==> config.mk <==
export PLATFORM = sky130hd
export DESIGN_NAME = online_otf_converter_flat
export DESIGN_NICKNAME = d
export VERILOG_FILES = /design/src/rtl/online_otf_if.sv /design/src/rtl/online_otf_converter.sv /design/src/flat_wrapper.sv
export SDC_FILE = /design/constraint.sdc
export NUM_CORES = 1
export LEC_CHECK = 0
export ABC_AREA = 1
export BUFFER_PORTS_ARGS = -buffer_cell sky130_fd_sc_hd__buf_2
export CORE_ASPECT_RATIO = 0.75
export CORE_MARGIN = 3
export CORE_UTILIZATION = 40
export CTS_CLUSTER_DIAMETER = 50
export DETAILED_ROUTE_END_ITERATION = 7
export GPL_TIMING_DRIVEN = 0
export SLEW_MARGIN = 20
export SYNTH_ARGS = -nofsm -noshare
export SYNTH_HDL_FRONTEND = slang
export SYNTH_SLANG_ARGS = --single-unit
==> constraint.sdc <==
create_clock -name clk -period 1.41 [get_ports clk]
set_input_delay 0.282 -clock clk [delete_from_list [all_inputs] [get_ports clk]]
set_output_delay 0.282 -clock clk [all_outputs]
set_load 0.01 [all_outputs]
==> src/rtl/online_otf_if.sv <==
// Handshake bundle between a redundant-digit producer and the on-the-fly converter.
// The producer/consumer side uses master; the converter uses slave.
interface online_otf_if #(
    parameter int NDIG = 13
) ();
    logic [2*NDIG-1:0] din;
    logic              din_valid;
    logic              din_ready;
    logic [NDIG:0]     dout;
    logic              dout_valid;
    logic              dout_ready;
    logic              dout_err;

    modport master (
        output din, din_valid, dout_ready,
        input  din_ready, dout, dout_valid, dout_err
    );

    modport slave (
        input  din, din_valid, dout_ready,
        output din_ready, dout, dout_valid, dout_err
    );
endinterface

==> src/rtl/online_otf_converter.sv <==
// Serial MSD-first conversion of a radix-2 signed-digit word to two's complement
// using the Q/QM on-the-fly scheme, one digit per clock.
module online_otf_converter #(
    parameter int NDIG = 13
) (
    input  logic       clk,
    input  logic       rst,
    online_otf_if.slave bus
);
    localparam int W  = NDIG + 1;
    localparam int CW = $clog2(NDIG + 1);
    localparam logic [CW-1:0] CNT_LAST = CW'(NDIG - 1);

    localparam logic [1:0] IDLE = 2'd0;
    localparam logic [1:0] CONV = 2'd1;
    localparam logic [1:0] DONE = 2'd2;

    // The 11 code is not a legal digit; it converts as zero but is flagged.
    function automatic logic is_bad_digit(input logic [1:0] d);
        return (d == 2'b11);
    endfunction

    logic [1:0]        state_r;
    logic [CW-1:0]     cnt_r;
    logic [2*NDIG-1:0] sr_r;
    logic [W-1:0]      q_r;
    logic [W-1:0]      qm_r;
    logic              err_r;
    logic              din_ready_r;
    logic              dout_valid_r;

    logic [1:0]        digit_s;
    logic [W-1:0]      q_next_s;
    logic [W-1:0]      qm_next_s;
    logic              bad_s;

    // Next Q/QM for the digit at the top of the shift register (QM tracks Q-1).
    always_comb begin
        digit_s   = sr_r[2*NDIG-1 -: 2];
        bad_s     = is_bad_digit(digit_s);
        q_next_s  = {q_r[W-2:0], 1'b0};
        qm_next_s = {qm_r[W-2:0], 1'b1};
        case (digit_s)
            2'b10: begin
                q_next_s  = {q_r[W-2:0], 1'b1};
                qm_next_s = {q_r[W-2:0], 1'b0};
            end
            2'b01: begin
                q_next_s  = {qm_r[W-2:0], 1'b1};
                qm_next_s = {qm_r[W-2:0], 1'b0};
            end
            default: begin
                q_next_s  = {q_r[W-2:0], 1'b0};
                qm_next_s = {qm_r[W-2:0], 1'b1};
            end
        endcase
    end

    // Control FSM, digit shift register, conversion registers and output flags.
    always_ff @(posedge clk) begin
        if (rst) begin
            state_r      <= IDLE;
            cnt_r        <= '0;
            sr_r         <= '0;
            q_r          <= '0;
            qm_r         <= '1;
            err_r        <= 1'b0;
            din_ready_r  <= 1'b1;
            dout_valid_r <= 1'b0;
        end else begin
            case (state_r)
                IDLE: begin
                    if (bus.din_valid) begin
                        sr_r        <= bus.din;
                        q_r         <= '0;
                        qm_r        <= '1;
                        cnt_r       <= '0;
                        err_r       <= 1'b0;
                        din_ready_r <= 1'b0;
                        state_r     <= CONV;
                    end
                end
                CONV: begin
                    sr_r  <= {sr_r[2*NDIG-3:0], 2'b00};
                    q_r   <= q_next_s;
                    qm_r  <= qm_next_s;
                    err_r <= err_r | bad_s;
                    cnt_r <= cnt_r + CW'(1);
                    if (cnt_r == CNT_LAST) begin
                        dout_valid_r <= 1'b1;
                        state_r      <= DONE;
                    end
                end
                DONE: begin
                    if (bus.dout_ready) begin
                        dout_valid_r <= 1'b0;
                        din_ready_r  <= 1'b1;
                        state_r      <= IDLE;
                    end
                end
                default: begin
                    state_r      <= IDLE;
                    din_ready_r  <= 1'b1;
                    dout_valid_r <= 1'b0;
                end
            endcase
        end
    end

    assign bus.din_ready  = din_ready_r;
    assign bus.dout_valid = dout_valid_r;
    assign bus.dout       = q_r;
    assign bus.dout_err   = err_r;
endmodule
==> src/flat_wrapper.sv <==
// flat-port wrapper written by rule: the top's interface ports become plain ports
module online_otf_converter_flat 
#(
    parameter int NDIG = 13
)
  (clk, rst, bus_din, bus_din_valid, bus_dout_ready, bus_din_ready, bus_dout, bus_dout_valid, bus_dout_err);
  online_otf_if #(.NDIG(NDIG)) bus_i ();
  input  logic clk;
  input  logic rst;
  input wire logic [$bits(bus_i.din)-1:0] bus_din;
  input wire logic [$bits(bus_i.din_valid)-1:0] bus_din_valid;
  input wire logic [$bits(bus_i.dout_ready)-1:0] bus_dout_ready;
  output wire logic [$bits(bus_i.din_ready)-1:0] bus_din_ready;
  output wire logic [$bits(bus_i.dout)-1:0] bus_dout;
  output wire logic [$bits(bus_i.dout_valid)-1:0] bus_dout_valid;
  output wire logic [$bits(bus_i.dout_err)-1:0] bus_dout_err;
  assign bus_i.din = bus_din;
  assign bus_i.din_valid = bus_din_valid;
  assign bus_i.dout_ready = bus_dout_ready;
  assign bus_din_ready = bus_i.din_ready;
  assign bus_dout = bus_i.dout;
  assign bus_dout_valid = bus_i.dout_valid;
  assign bus_dout_err = bus_i.dout_err;
  online_otf_converter #(.NDIG(NDIG)) u_core (.clk(clk), .rst(rst), .bus(bus_i));
endmodule
# Word-level counts from Yosys, hierarchy flattened
# Index checks and enable logic that the tools add are counted.
[word_totals] ff_bits=62 in_bits=30 wordCells=48
[classes] n_addsub=1 n_eq_ne=9 muxes=21 bitwise=3 reduce_logical=6
[op_table] cell="14-bit case mux with 2 select lines" count=2
[op_table] cell="13-bit case mux with 2 select lines" count=2
[op_table] cell="26-bit case mux with 2 select lines" count=1
[op_table] cell="26-bit two-way mux" count=1
[op_table] cell="14-bit two-way mux" count=1
[op_table] cell="13-bit two-way mux" count=1
[op_table] cell="3-bit AND reduction" count=3
[op_table] cell="4-bit case mux with 2 select lines" count=1
[op_table] cell="2-bit equality test, second input constant" count=3
[op_table] cell="2-bit two-way mux" count=3
[op_table] cell="1-bit case mux with 3 select lines" count=2
[op_table] cell="2-bit case mux with 3 select lines" count=1
[op_table] cell="4-bit by 1-bit adder with 4-bit output, second input constant" count=1
[op_table] cell="2-bit by 1-bit equality test with 1-bit output, second input constant" count=2
[op_table] cell="4-bit equality test, second input constant" count=1
[op_table] cell="1-bit two-way mux" count=4
[op_table] cell="4-bit two-way mux" count=1
[op_table] cell="2-bit inequality test, second input constant" count=2
[op_table] cell="2-bit zero test" count=1
[op_table] cell="2-bit by 1-bit inequality test with 1-bit output, second input constant" count=1
[op_table] cell="1-bit NOT" count=2
[op_table] cell="1-bit case mux with 2 select lines" count=1
[op_table] cell="2-bit AND reduction" count=1
[op_table] cell="2-bit nonzero test" count=1
[op_table] cell="1-bit OR" count=1

# Longest topological paths before layout
[depth] depth_word=3 ltp_mapped=9

# Least setup slack after synthesis
# No wires, ideal clock.
[synth_timing] path_kind="reg2reg" start="register u_core.sr_r[24]" end="register u_core.q_r[10], in the netlist u_core.bus.dout[10]" setup_ps=70 arrival_time_ps=1430 required_ps=1340 slack_ps=-90 stages_incl_launch_ff=9 path_cell_list="dfxtp_1 -> inv_1 -> ha_1 -> inv_1 -> clkbuf_1 -> nand2_1 -> nand2_1 -> nand2_1 -> a21oi_1"
[synth_between] elab_chain_len=3 word_cells_on_any_way=4 classes_between="2 x eq/ne; 2 x mux"
[synth_rtl] element="from (decl)" line_no="online_otf_converter.sv:25" rtl="logic [2*NDIG-1:0] sr_r;"
[synth_rtl] element="from (signal assigned)" line_no="online_otf_converter.sv:74" rtl="sr_r <= bus.din;"
[synth_rtl] element="from (signal assigned)" line_no="online_otf_converter.sv:84" rtl="sr_r <= {sr_r[2*NDIG-3:0], 2'b00};"
[synth_rtl] element="2-bit by 1-bit equality test with 1-bit output or 2-bit equality test (tied branches)" line_no="online_otf_converter.sv:43" rtl="case (digit_s)"
[synth_rtl] element="14-bit case mux with 2 select lines (*)" line_no="online_otf_converter.sv:43"
[synth_rtl] element="14-bit case mux with 2 select lines (*)" line_no="online_otf_converter.sv:71" rtl="case (state_r)"
[synth_rtl] element="to (signal assigned)" line_no="online_otf_converter.sv:85" rtl="q_r <= q_next_s;"
[synth_rtl] element="to (decl)" line_no="online_otf_converter.sv:26" rtl="logic [W-1:0] q_r;"
# Every way passes the cells marked *; elsewhere a longest branch is shown, timed or not.
# A chain may end at the register's enable or synchronous reset.

# Final worst setup path
[layout_timing] start="register u_core.sr_r[24]" end="register u_core.q_r[8], in the netlist u_core.bus.dout[8]"
# The elaborated chain is that of the path after synthesis.

==> results_dict.tcl <==
set metrics [dict create \
    p_clk_share_pct 30.0 \
    yosysTopAreaCell "dfxtp_1" \
    tightest_slew_ns 0.591 \
    die_w_um 104 \
    use_met2_pct 29.1 \
    max-slew-margin-rel_pct 60.6 \
    r2r_start "u_core.sr_r[24]" \
    cp_top_family "flip-flops" \
    slowest_delay_ns 0.34 \
    grt_busiest_layer "met2" \
    p_sw_share_pct 32.4 \
    avgRoutedWirePerCell_um 12.7 \
    yosys_warnings 0 \
    grt_util_met1_pct 28.1 \
    p_per_area_nw_per_um2 1290 \
    min_period_ns 1.38 \
    irDropWorstVdd_mv 0.402 \
    ios 47 \
    path_buf_inv 3 \
    finalSetupViolations 0 \
    row_count 26 \
    syn_inst 444 \
    syn-cell-area_um2 2900 \
    grt_pass1_wl_um 12900 \
    nNetsFinal 542 \
    leakage_nw 1.66 \
    grt_use_met3_pct 5.82 \
    cts_tree "done" \
    dpl.hpwl_um 5260 \
    drv_cap 0 \
    drtIter0Drc 207 \
    p_int_mw 3.13 \
    clk_pin_slew_worst_paths_ns 0.07 \
    max_freq_mhz 724 \
    htreeDepth 3 \
    core_area_um2 6930 \
    status "completed" \
    final_cell_mix "121 x nand2_1, 68 x nor2_1, 59 x dfxtp_1" \
    initial_core_util_pct 41.8 \
    r2r_cells 7 \
    seq_area_frac_synth_pct 42.8 \
    final.setup.tns_ns 0 \
    dieHeight_um 79.7 \
    dr_total_vias 2884 \
    synth_nets 479 \
    cts_buffer_depth 2 \
    clk_latency_ns 0.34 \
    cp.arrival_ns 1.59 \
    cts_sinks 62 \
    crit_chain "inv_2 > ha_4 > inv_6 > buf_6 > or2_2 > nand3_1 > a21oi_1" \
    numCtsBuffers 9 \
    p_comb_share_pct 26.2 \
    grt_max_degree 11 \
    cp.required_ns 1.62 \
    drive_gt1_share_pct 21.1 \
    post-route-drc-count 0 \
    drt_pass1_iterations 5 \
    end_kind "flop" \
    mostFrequentLayoutCell "nand2_1" \
    grt_overflow_total 0 \
    routabilityCongestion 0.853 \
    crit_slowest_cell "dfxtp_2" \
    synth_area_leaders "dfxtp_1 43%, nand2_1 16%, nor2_1 8.8%, a21oi_1 5.9%, inv_1 5.3%" \
    start_kind "flop" \
    drv_slew 0 \
    holdCritPathClass "input port to flop" \
    min_to "u_core.sr_r[0]" \
    min_path_cells 3 \
    sequentialPowerShare_pct 43.8 \
    io_buffers 45 \
    cts-root-buf "clkbuf_8" \
    grt_pass1_vias 2629 \
    synth.distinct_cells 20 \
    vias_per_cell 4.74 \
    synth-seq-cells 62 \
    avgSynthCellArea_um2 6.53 \
    antenna_found_initial 0 \
    setup_ws_ns 0.0288 \
    wl_um 7760 \
    worst-path-max-fanout 5 \
    layout-area-overhead-vs-synth_pct 24.0 \
    critical_path_class "flop to flop" \
    reg2reg_to "u_core.bus.dout[8]" \
    min_period_over_period_pct 98.0 \
    place_ws_ns -0.254 \
    synth_top_area_share_pct 42.8 \
    die-area_um2 8320 \
    grtUsageTotal_pct 19.9 \
    worstHoldStart "bus_din[0]" \
    diodes 0 \
    skew_ns 0.00486 \
    r2r_setup_slack_ns 0.03 \
    switchingPower_mw 1.50 \
    ant_nets 0 \
    finalHoldViolCount 0 \
]
-- worst max path at each step --
| stage | startpoint | endpoint | slack (ns) | cells past startpoint |
|---|---|---|---|---|
| finish | u_core.sr_r[24] | u_core.bus.dout[8] | 0.03 | 7 |
| global route | u_core.sr_r[24] | u_core.bus.dout[8] | -0.002 | 7 |
| CTS | u_core.state_r[0] | u_core.bus.dout[5] | 0.0004 | 4 |
| detailed placement | u_core.sr_r[24] | u_core.bus.dout[11] | -0.25 | 8 |
| global placement | u_core.sr_r[24] | u_core.bus.dout[4] | -0.27 | 8 |
| floorplan | u_core.sr_r[24] | u_core.bus.dout[5] | 0.01 | 7 |
-- Yosys cell counts --
cell,count
nand3_2,1
buf_1,1
clkbuf_1,16
buf_2,5
or2_2,5
buf_4,1
nor2_1,68
nand3_1,28
nor3_1,1
dfxtp_1,62
inv_1,41
o21ai_0,16
nor2_4,1
ha_1,5
inv_2,5
o21ai_2,1
nand2_1,122
o21ai_1,30
a21oi_1,34
nand4_1,1
-- layer usage --
| layer | vias up | wire length, um |
|---|---|---|
| li1 | 1520 | - |
| met1 | 1287 | 4010 |
| met2 | 68 | 3200 |
| met3 | 9 | 436 |
| met4 | 0 | 116 |
| met5 | - | 0 |
-- logic make-up (layout without fill, tap and decap cells) --
logic type	after synthesis	in the layout	share of synthesized area (%)
buffers and inverters	69	136	9.28
AOI/OAI and AO/OA	81	81	14.1
DFF	62	62	42.8
adders and majority gates	5	5	2.16
and+or+nand+nor	227	227	31.6
-- timing repair --
| item | 4_1_cts | 5_1_grt |
|---|---|---|
| pin swaps | 2 | 2 |
| hold buffers | 0 | 0 |
| setup buffers | 4 | 3 |
| gates cloned | 1 | 0 |
| setup endpoints to repair | 53 | 54 |
| gates resized for setup | 20 | 35 |
-- state kept, by name, summed over array words and instances, names as in the netlist --
name / flops
u_core.sr_r: 26
u_core.bus.dout: 14
u_core.qm_r: 13
u_core.cnt_r: 4
u_core.state_r: 2
u_core.bus.din_ready: 1
u_core.bus.dout_err: 1
u_core.bus.dout_valid: 1
-- cell type report --
type,instances,area (um2)
plain buffers,22,139
repair buffers,53,289
clock inverters,1,5.00
flip-flops and latches,62,1250
clock buffers,14,163
well taps,98,123
multi-input cells,313,1450
fillers,729,3330
inverters,46,180
-- per-stage QoR --
stage / power [mW] / instances / hold WS [ns] / util [%] / area, um2
global placement: 3.07 / 587 / 0.435 / 46.9 / 3250
detailed placement: 3.08 / 587 / 0.439 / 46.9 / 3250
floorplan: 2.76 / 444 / 0.425 / - / 2910
CTS: 4.56 / 607 / 0.180 / 50.6 / 3510
global route: 4.93 / 609 / 0.202 / 51.9 / 3590
finish: 4.63 / 609 / 0.189 / 51.9 / 3590
-- power groups by stage --
stage	logic (mW)	clock network [mW]	registers (mW)
after CTS	1.12	1.42	2.02
after detailed placement	1.02	0	2.06
after floorplan	0.704	0	2.05
after global routing	1.37	1.51	2.05
after global placement	1.01	0	2.06
final	1.21	1.39	2.03
-- worst reg2reg max path, delay by kind of cell (launching register included) --
kind | cells | cell delay (ns)
compound gates | 1 | 0.06
fa+ha+maj | 1 | 0.29
buf+inv | 3 | 0.22
flops | 1 | 0.34
simple gates | 2 | 0.35
Power figures use the tool's default switching activity.
